--- config.mk ---
export PLATFORM = sky130hd
export DESIGN_NAME = pcie_buf_scheduler_flat
export DESIGN_NICKNAME = d
export VERILOG_FILES = /design/src/rtl/pcie_buf_scheduler_if.sv /design/src/rtl/pcie_buf_scheduler.sv /design/src/flat_wrapper.sv
export SDC_FILE = /design/constraint.sdc
export NUM_CORES = 1
export LEC_CHECK = 0
export ABC_AREA = 1
export CORE_MARGIN = 2
export CORE_UTILIZATION = 54
export CTS_CLUSTER_SIZE = 10
export DETAILED_ROUTE_END_ITERATION = 16
export PLACE_DENSITY = 0.88
export SLEW_MARGIN = 20
export SYNTH_ARGS = -nofsm -noshare
export SYNTH_HDL_FRONTEND = slang
export SYNTH_SLANG_ARGS = --single-unit
--- constraint.sdc ---
create_clock -name clk -period 3.5 [get_ports clk]
set_input_delay 0.35 -clock clk [delete_from_list [all_inputs] [get_ports clk]]
set_output_delay 0.35 -clock clk [all_outputs]
set_load 0.05 [all_outputs]
--- src/rtl/pcie_buf_scheduler_if.sv ---
// Host/engine signal bundle for the ping-pong buffer scheduler.
// master = host/engine side, slave = scheduler side.
interface pcie_buf_scheduler_if;
  logic        i_cmd_stb;
  logic [31:0] i_cmd_data_count;
  logic        i_cmd_rst_stb;
  logic        i_update_buf_stb;
  logic [1:0]  i_update_buf;
  logic [31:0] i_buffer_size;
  logic [31:0] i_buf_a_addr;
  logic [31:0] i_buf_b_addr;
  logic        o_req;
  logic [31:0] o_req_addr;
  logic [31:0] o_req_len;
  logic        i_req_ack;
  logic        i_req_done;
  logic        o_buf_sel;
  logic        o_buf_done_stb;
  logic [1:0]  o_buf_done;
  logic        o_xfer_done;
  logic        o_error;
  logic        o_busy;
  logic [2:0]  o_state;

  modport master (
    output i_cmd_stb, i_cmd_data_count, i_cmd_rst_stb, i_update_buf_stb, i_update_buf,
           i_buffer_size, i_buf_a_addr, i_buf_b_addr, i_req_ack, i_req_done,
    input  o_req, o_req_addr, o_req_len, o_buf_sel, o_buf_done_stb, o_buf_done,
           o_xfer_done, o_error, o_busy, o_state
  );

  modport slave (
    input  i_cmd_stb, i_cmd_data_count, i_cmd_rst_stb, i_update_buf_stb, i_update_buf,
           i_buffer_size, i_buf_a_addr, i_buf_b_addr, i_req_ack, i_req_done,
    output o_req, o_req_addr, o_req_len, o_buf_sel, o_buf_done_stb, o_buf_done,
           o_xfer_done, o_error, o_busy, o_state
  );
endinterface

--- src/rtl/pcie_buf_scheduler.sv ---
// Splits a host transfer into buffer-sized DMA requests, alternating strictly
// between host buffers A and B as the host marks each one ready.
module pcie_buf_scheduler #(
  parameter int unsigned TIMEOUT = 1024
) (
  input logic                  clk,
  input logic                  rst,
  pcie_buf_scheduler_if.slave  bus
);
  typedef enum logic [2:0] {IDLE = 3'd0, WAIT_BUF = 3'd1, REQ = 3'd2, XFER = 3'd3, NEXT = 3'd4} state_t;

  state_t      state, state_nxt;
  logic [1:0]  ready, set_mask, clr_mask, ptr_hot;
  logic [31:0] remaining, rem_after, req_addr, req_len, next_len, tmo_cnt;
  logic        ptr, tmo_hit, size_err, abort, xfer_done, error;

  assign ptr_hot   = ptr ? 2'b10 : 2'b01;
  assign rem_after = remaining - req_len;
  assign next_len  = (remaining < bus.i_buffer_size) ? remaining : bus.i_buffer_size;
  assign set_mask  = bus.i_update_buf_stb ? bus.i_update_buf : 2'b00;
  assign clr_mask  = (state == NEXT) ? ptr_hot : 2'b00;
  assign abort     = bus.i_cmd_rst_stb | tmo_hit | size_err;

  always_ff @(posedge clk) begin
    if (rst) state <= IDLE;
    else     state <= state_nxt;
  end

  always_comb begin
    state_nxt = state;
    tmo_hit   = 1'b0;
    size_err  = 1'b0;
    if (bus.i_cmd_rst_stb) begin
      state_nxt = IDLE;
    end else begin
      case (state)
        IDLE:     if (bus.i_cmd_stb && bus.i_cmd_data_count != 32'd0) state_nxt = WAIT_BUF;
        WAIT_BUF: if (ready[ptr]) begin
                    if (bus.i_buffer_size == 32'd0) begin
                      size_err  = 1'b1;
                      state_nxt = IDLE;
                    end else begin
                      state_nxt = REQ;
                    end
                  end
        REQ:      if (bus.i_req_ack) state_nxt = XFER;
        // done on the last allowed cycle still counts as a completion
        XFER:     if (bus.i_req_done) state_nxt = NEXT;
                  else if (tmo_cnt == 32'(TIMEOUT - 1)) begin
                    tmo_hit   = 1'b1;
                    state_nxt = IDLE;
                  end
        NEXT:     state_nxt = (rem_after == 32'd0) ? IDLE : WAIT_BUF;
        default:  state_nxt = IDLE;
      endcase
    end
  end

  always_comb begin
    bus.o_req          = (state == REQ);
    bus.o_busy         = (state != IDLE);
    bus.o_buf_done_stb = (state == NEXT);
    bus.o_buf_done     = (state == NEXT) ? ptr_hot : 2'b00;
    bus.o_state        = state;
  end

  always_ff @(posedge clk) begin
    if (rst) begin
      ready     <= 2'b00;
      remaining <= 32'd0;
      ptr       <= 1'b0;
      tmo_cnt   <= 32'd0;
      req_addr  <= 32'd0;
      req_len   <= 32'd0;
      xfer_done <= 1'b0;
      error     <= 1'b0;
    end else begin
      xfer_done <= 1'b0;
      error     <= tmo_hit | size_err;
      tmo_cnt   <= (state == XFER && state_nxt == XFER) ? tmo_cnt + 32'd1 : 32'd0;
      if (abort) begin
        ready     <= 2'b00;
        remaining <= 32'd0;
        ptr       <= 1'b0;
      end else begin
        // a host strobe landing on the consuming cycle keeps the bit set
        ready <= (ready & ~clr_mask) | set_mask;
        case (state)
          IDLE: if (bus.i_cmd_stb) begin
                  remaining <= bus.i_cmd_data_count;
                  ptr       <= 1'b0;
                  xfer_done <= (bus.i_cmd_data_count == 32'd0);
                end
          WAIT_BUF: if (state_nxt == REQ) begin
                      req_addr <= ptr ? bus.i_buf_b_addr : bus.i_buf_a_addr;
                      req_len  <= next_len;
                    end
          NEXT: begin
                  remaining <= rem_after;
                  ptr       <= ~ptr;
                  xfer_done <= (rem_after == 32'd0);
                end
          default: ;
        endcase
      end
    end
  end

  assign bus.o_req_addr  = req_addr;
  assign bus.o_req_len   = req_len;
  assign bus.o_buf_sel   = ptr;
  assign bus.o_xfer_done = xfer_done;
  assign bus.o_error     = error;
endmodule

--- src/flat_wrapper.sv ---
// flat-port wrapper written by rule: the top's interface ports become plain ports
module pcie_buf_scheduler_flat 
#(
  parameter int unsigned TIMEOUT = 1024
)
  (clk, rst, bus_i_cmd_stb, bus_i_cmd_data_count, bus_i_cmd_rst_stb, bus_i_update_buf_stb, bus_i_update_buf, bus_i_buffer_size, bus_i_buf_a_addr, bus_i_buf_b_addr, bus_i_req_ack, bus_i_req_done, bus_o_req, bus_o_req_addr, bus_o_req_len, bus_o_buf_sel, bus_o_buf_done_stb, bus_o_buf_done, bus_o_xfer_done, bus_o_error, bus_o_busy, bus_o_state);
  pcie_buf_scheduler_if bus_i ();
  input logic clk;
  input logic rst;
  input wire logic [$bits(bus_i.i_cmd_stb)-1:0] bus_i_cmd_stb;
  input wire logic [$bits(bus_i.i_cmd_data_count)-1:0] bus_i_cmd_data_count;
  input wire logic [$bits(bus_i.i_cmd_rst_stb)-1:0] bus_i_cmd_rst_stb;
  input wire logic [$bits(bus_i.i_update_buf_stb)-1:0] bus_i_update_buf_stb;
  input wire logic [$bits(bus_i.i_update_buf)-1:0] bus_i_update_buf;
  input wire logic [$bits(bus_i.i_buffer_size)-1:0] bus_i_buffer_size;
  input wire logic [$bits(bus_i.i_buf_a_addr)-1:0] bus_i_buf_a_addr;
  input wire logic [$bits(bus_i.i_buf_b_addr)-1:0] bus_i_buf_b_addr;
  input wire logic [$bits(bus_i.i_req_ack)-1:0] bus_i_req_ack;
  input wire logic [$bits(bus_i.i_req_done)-1:0] bus_i_req_done;
  output wire logic [$bits(bus_i.o_req)-1:0] bus_o_req;
  output wire logic [$bits(bus_i.o_req_addr)-1:0] bus_o_req_addr;
  output wire logic [$bits(bus_i.o_req_len)-1:0] bus_o_req_len;
  output wire logic [$bits(bus_i.o_buf_sel)-1:0] bus_o_buf_sel;
  output wire logic [$bits(bus_i.o_buf_done_stb)-1:0] bus_o_buf_done_stb;
  output wire logic [$bits(bus_i.o_buf_done)-1:0] bus_o_buf_done;
  output wire logic [$bits(bus_i.o_xfer_done)-1:0] bus_o_xfer_done;
  output wire logic [$bits(bus_i.o_error)-1:0] bus_o_error;
  output wire logic [$bits(bus_i.o_busy)-1:0] bus_o_busy;
  output wire logic [$bits(bus_i.o_state)-1:0] bus_o_state;
  assign bus_i.i_cmd_stb = bus_i_cmd_stb;
  assign bus_i.i_cmd_data_count = bus_i_cmd_data_count;
  assign bus_i.i_cmd_rst_stb = bus_i_cmd_rst_stb;
  assign bus_i.i_update_buf_stb = bus_i_update_buf_stb;
  assign bus_i.i_update_buf = bus_i_update_buf;
  assign bus_i.i_buffer_size = bus_i_buffer_size;
  assign bus_i.i_buf_a_addr = bus_i_buf_a_addr;
  assign bus_i.i_buf_b_addr = bus_i_buf_b_addr;
  assign bus_i.i_req_ack = bus_i_req_ack;
  assign bus_i.i_req_done = bus_i_req_done;
  assign bus_o_req = bus_i.o_req;
  assign bus_o_req_addr = bus_i.o_req_addr;
  assign bus_o_req_len = bus_i.o_req_len;
  assign bus_o_buf_sel = bus_i.o_buf_sel;
  assign bus_o_buf_done_stb = bus_i.o_buf_done_stb;
  assign bus_o_buf_done = bus_i.o_buf_done;
  assign bus_o_xfer_done = bus_i.o_xfer_done;
  assign bus_o_error = bus_i.o_error;
  assign bus_o_busy = bus_i.o_busy;
  assign bus_o_state = bus_i.o_state;
  pcie_buf_scheduler #(.TIMEOUT(TIMEOUT)) u_core (.clk(clk), .rst(rst), .bus(bus_i));
endmodule
=== Word level (Yosys, flattened, before mapping) ===
Index checks and enable logic that the tools add are counted.

* Bits in registers: 136
* Bits of input ports: 137
* Output and inout bits: 75
* Word-level logic and storage cells: 73

* Add/subtract/negate cells: 2
* Order comparisons: 2
* Eq/ne operators: 8
* Mux-type cells: 30
* Bitwise gates (word level): 9
* Reduce and logical (&&, ||, !) cells: 13

{| class="wikitable"
|+ Operators by type and width
! cell !! count
|-
| 32-bit zero test || 3
|-
| 32-bit 2-to-1 mux || 3
|-
| 32-bit case mux with 2 select lines || 1
|-
| 32-bit by 1-bit adder with 32-bit output (second input constant) || 1
|-
| 32-bit by 10-bit equality test with 1-bit output (second input constant) || 1
|-
| 32-bit less-than comparator || 1
|-
| 32-bit nonzero test || 1
|-
| 32-bit subtractor || 1
|-
| 3-bit 2-to-1 mux || 6
|-
| 3-bit case mux with 5 select lines || 1
|-
| 1-bit 2-to-1 mux || 13
|-
| 3-bit by 2-bit equality test with 1-bit output (second input constant) || 4
|-
| 2-bit 2-to-1 mux || 4
|-
| 1-bit case mux with 2 select lines || 2
|-
| 2-bit OR reduction || 2
|-
| 3-bit by 1-bit equality test with 1-bit output (second input constant) || 1
|-
| 3-bit equality test (second input constant) || 1
|-
| 3-bit zero test || 1
|-
| 1-bit NOT || 3
|-
| 1-bit OR || 3
|-
| 3-bit AND reduction || 1
|-
| 3-bit nonzero test || 1
|-
| 2-bit bitwise AND || 1
|-
| 1-bit logical AND || 2
|-
| 6 further kinds || 6
|}

=== Logic depth before layout (Yosys ltp) ===
* Depth after elaboration: 9
* Gate-level depth with buffers: 22
* Mapped depth without buffers: 22

=== Least setup slack after synthesis ===
Ideal clock, no wire load.

* Kind: register to register
* Start point: register u_core.state[1] (netlist: u_core.bus.o_state[1])
* End point: register u_core.req_addr[0] (netlist: u_core.bus.o_req_addr[0])
* Library setup time: 0.070 ns
* Arrival: 2.767 ns
* Data required time: 3.430 ns
* Slack: 0.663 ns
* Cell stages (with the launch flop): 10
* Path buffers: 1
* Period minus slack after synthesis: 2.837 ns
* Cell sequence: dfxtp_1 inv_1 nor3_1 a21oi_1 nand2_1 nand2_2 nor2_4 clkbuf_1 o21ai_0 a21oi_1

* Elaborated cells between the ends (all ways): 21
* Classes of those cells: eq/ne (5); mux (11); bitwise (3); reduce/logical (2)

{| class="wikitable"
|+ RTL lines
! item !! RTL line !! RTL
|-
| from (decl) || pcie_buf_scheduler.sv:12 || <nowiki>state_t state, state_nxt;</nowiki>
|-
| from (signal assigned) || pcie_buf_scheduler.sv:26 || <nowiki>else state <= state_nxt;</nowiki>
|-
| 3-bit by 2-bit equality test with 1-bit output || - ||
|-
| named net bus_o_req || flat_wrapper.sv:20 || <nowiki>output wire logic [$bits(bus_i.o_req)-1:0] bus_o_req;</nowiki>
|-
| 3-bit case mux with 5 select lines || pcie_buf_scheduler.sv:36 || <nowiki>case (state)</nowiki>
|-
| 3-bit 2-to-1 mux || pcie_buf_scheduler.sv:33 || <nowiki>if (bus.i_cmd_rst_stb) begin</nowiki>
|-
| 3-bit by 2-bit equality test with 1-bit output || pcie_buf_scheduler.sv:94 || <nowiki>WAIT_BUF: if (state_nxt == REQ) begin</nowiki>
|-
| 3-bit AND reduction (no line) || - ||
|-
| to (signal assigned) || pcie_buf_scheduler.sv:95 || <nowiki>req_addr <= ptr ? bus.i_buf_b_addr : bus.i_buf_a_addr;</nowiki>
|-
| to (decl) || pcie_buf_scheduler.sv:14 || <nowiki>logic [31:0] remaining, rem_after, req_addr, req_len, next_len, tmo_cnt;</nowiki>
|}

The timed path passes the listed nets, and every way through them passes these cells.
A chain may end at the register's enable or synchronous reset.

=== Final worst setup path ===
* Start point: register u_core.state[0] (netlist: u_core.bus.o_state[0])
* End point: output bus_o_buf_done_stb

* Word-level cells in the longest chain between the ends: 1

{| class="wikitable"
|+ Ends and longest elaborated chain
! item !! RTL line !! RTL
|-
| 3-bit equality test || pcie_buf_scheduler.sv:62 || <nowiki>bus.o_buf_done_stb = (state == NEXT);</nowiki>
|-
| to (decl) || flat_wrapper.sv:24 || <nowiki>output wire logic [$bits(bus_i.o_buf_done_stb)-1:0] bus_o_buf_done_stb;</nowiki>
|}

No other way between the ends.

==> metrics.md <==
| Metric | Value |
|---|---|
| DRC | 0 |
| Yosys cell types | 45 |
| Asr flop ratio synth | 0% |
| # IOs | 212 |
| #FFs+latches synth | 136 |
| CP cell instances | nor2_1, nand2_1, inv_2, clkdlybuf4s50_1 |
| Final ANT Viol Nets | 0 |
| Arrival @ worst endpoint | 2.72 ns |
| DR vias | 11.21k |
| Initial core utilization | 54.91% |
| Hold Fails Final Rpt | 0 |
| First-pass GRT wire length | 53.88 mm |
| Area Growth Syn to Fin | 30.09% |
| Clk slew on worst S/H paths | 0.06 ns |
| Max Clock Skew | 0.01174 ns |
| VDD IR-drop max | 0.4152 mV |
| Min Clock Period, post-route | 3.068 ns |
| Worst reg2reg path startpoint | u_core.remaining[0] |
| Slew Viols, Final | 0 |
| Crit. End Element | output pin |
| Final nets | 1969 |
| Full die area | 19300 um2 |
| CP required | 3.15 ns |
| Post-DP HPWL | 26.13 mm |
| Diode count | 0 |
| Hold depth | 1 |
| Gr usage total | 34.67% |
| DR vias/cell | 5.577 |
| RSZ-0062 raised after global routing | false |
| Synth Net Count | 1773 |
| Setup Fix Bufs, Post-CTS | 0 |
| Clock buffer depth | 2 |
| Power density over the cells | 360.4 nW/um2 |
| DIE HEIGHT | 138.9 um |
| Fmax | 326.0 MHz |
| Synth Instances | 1572 |
| Die Wd | 138.9 um |
| Post-CTS Hold Buffers | 0 |
| Worst reg2reg path depth | 19 |
| Post-synth EDFFs | 0 |
| Kind of critical path | reg -> out |
| Share of layout cells above drive strength 1 | 4.438% |
| Worst-skew pair later-pin latency | 0.44 ns |
| Root buf cell | clkbuf_16 |
| Seq/Total Area, Yosys | 27.70% |
| Initial drt markers | 935 |
| Core area | 17900 um2 |
| Critical-path top delay cell | clkdlybuf4s50_1 |
| Top FF cell, synth | dfxtp_1 |
| Worst hold endpoint | u_core.tmo_cnt[0] |
| CP Launch Type | register |
| Critical-path maximum fanout | 14 |
| Mapped Avg Cell Area | 6.254 um2 |
| Post-layout util | 71.44% |
| Num CTS Buffers | 17 |
| Worst slew margin | 42.29% |
| P_leak | 5.877 nW |
| Antenna violations before repair | 0 |
| Num rows | 49 |
| Hold path start | u_core.tmo_cnt[0] |
| Gpl congestion | 0.9994 |
| Clock Sinks | 136 |
| Number of max-cap violations | 0 |
| Crit-path max cell delay | 0.89 ns |
| Port Buffer Count | 211 |
| Hold Crit Class | reg -> reg |
| Post-CTS Resized | 0 |
| First-pass DRT Iterations | 7 |
| Netlist Area Pre-Place | 9831 um2 |
| Total negative setup slack | 0 ns |
| WL/cell | 17.04 um |
| Reg2Reg Capture Point | u_core.bus.o_state[0] |
| Total power draw | 0.004609 W |
| Status | finished, final reports clean |
| Vias in the first global route | 10.64k |
| CTS tree | done |
| Reg2reg setup slack | 0.55 ns |
| Least-Margin Pin Slew | 0.8647 ns |
| Ys Warns | 0 |
| Routed WL | 34.24 mm |
| Endpoints failing setup | 0 |
| H-tree depth | 4 |
| Overflow after GRT | 0 |
| Final period util | 87.65% |
| Largest net degree at the start of global routing | 99 |
==> power by group <==
group	internal, W	switching [W]	leakage, nW
combinational	0.000380	0.000576	4.46
clock	0.00129	0.000784	0.321
sequential	0.00156	0.0000213	1.10
total	0.00323	0.00138	5.88
==> stage by stage <==
stage / cells / worst slack [ns] / cell area [um2] / hold WS [ns]
3_5_place_dp: 1978 / 0.4193 / 12130 / 0.4370
5_1_grt: 2009 / 0.3762 / 12790 / 0.4748
6_report: 2009 / 0.4324 / 12790 / 0.4516
4_1_cts: 2009 / 0.4913 / 12790 / 0.4510
2_1_floorplan: 1572 / 0.6627 / 9831 / 0.4175
3_3_place_gp: 1978 / 0.5657 / 12130 / 0.4266
==> layer usage <==
layer  vias up  wire length [um]  track usage (%)
met5         -                 0                0
met3       109              2753            5.939
met2       545             15780            57.79
met4         0              1617            16.69
met1      5118             14090            43.62
li1       5433                 -                -
==> registers in the layout (all words and copies together), names as in the netlist <==
signal and cells:
u_core.bus.o_buf_sel 1, u_core.bus.o_error 1, u_core.bus.o_req_addr 32, u_core.bus.o_req_len 32
u_core.bus.o_state 3, u_core.bus.o_xfer_done 1, u_core.ready 2, u_core.remaining 32
u_core.tmo_cnt 32
==> cell families after synthesis <==
family | synth area share (%)
AOI/OAI and AO/OA | 11.33
and+or+nand+nor | 35.04
DFF | 27.70
muxes | 3.258
buffers and inverters | 12.85
adders and majority gates | 8.222
xor gates and xnor gates | 1.604
==> cell type report <==
| class | instances | area [um2] |
|---|---|---|
| Tap cell | 229 | 286.5 |
| Inverter | 273 | 1025 |
| Clock buffer | 17 | 425.4 |
| Timing Repair Buffer | 225 | 2242 |
| Sequential cell | 136 | 2724 |
| Clock inverter | 14 | 235.2 |
| Fill cell | 1477 | 5114 |
| Multi-Input combinational cell | 1115 | 5851 |
==> synthesized netlist by cell type, types with 3 or more instances <==
master	instances	area, um2
nand2_1	462	1734
inv_1	268	1006
dfxtp_1	136	2723
nand3_1	117	585.6
a21oi_1	112	560.5
nor2_1	107	401.6
ha_1	63	788.3
o21ai_0	44	220.2
mux2i_1	32	320.3
a31oi_1	29	181.4
nor3_1	28	140.1
clkbuf_1	27	101.4
nand4_1	25	156.4
nor4_1	14	87.58
buf_2	11	55.05
xor2_1	10	87.58
or2_2	9	56.30
xnor2_1	8	70.07
nand2_2	7	43.79
buf_4	6	45.04
nand3b_1	6	45.04
nor3b_1	6	45.04
inv_2	4	15.01
nor2_4	4	45.04
nor3_2	4	40.04
a22o_1	3	26.28
buf_6	3	33.78
o221ai_1	3	26.28
or2_0	3	18.77
==> critical path, delay by kind of cell (launching register included) <==
| kind | cells | cell delay, ns |
|---|---|---|
| buffers and inverters | 2 | 1.37 |
| AND/OR/NAND/NOR | 2 | 0.55 |
| flip-flops | 1 | 0.35 |
==> placed cells by master (no fill, tap or decap), types with 3 or more instances in the layout <==
cell type,count
nor3b_1,6
xor2_1,10
or2_2,9
nand2_2,7
clkdlybuf4s50_1,211
nor3_2,4
buf_4,12
nor2_4,4
nor3_1,28
clkbuf_16,17
o221ai_1,3
a21oi_1,111
mux2i_1,32
nand3b_1,6
inv_1,268
inv_6,4
o21ai_0,44
ha_1,63
nor4_1,14
inv_2,4
nand3_1,117
xnor2_1,8
nor2_1,106
a22o_1,3
nand2_1,462
or2_0,3
inv_8,3
bufinv_16,5
a31oi_1,29
dfxtp_1,135
nand4_1,25
==> worst max path at each step <==
| stage | startpoint | cells past startpoint | slack, ns | endpoint |
|---|---|---|---|---|
| after detailed placement | bus_i_buffer_size[3] | 10 | 0.42 | u_core.bus.o_xfer_done |
| after CTS | u_core.bus.o_state[0] | 4 | 0.49 | bus_o_buf_done_stb |
| final | u_core.bus.o_state[0] | 4 | 0.43 | bus_o_buf_done_stb |
| after global placement | bus_i_buffer_size[3] | 10 | 0.57 | u_core.bus.o_xfer_done |
| after global routing | u_core.bus.o_state[0] | 4 | 0.38 | bus_o_buf_done_stb |
| after floorplan | u_core.bus.o_state[1] | 9 | 0.66 | u_core.bus.o_req_addr[0] |
No activity file was read; power rests on OpenSTA's default activity.
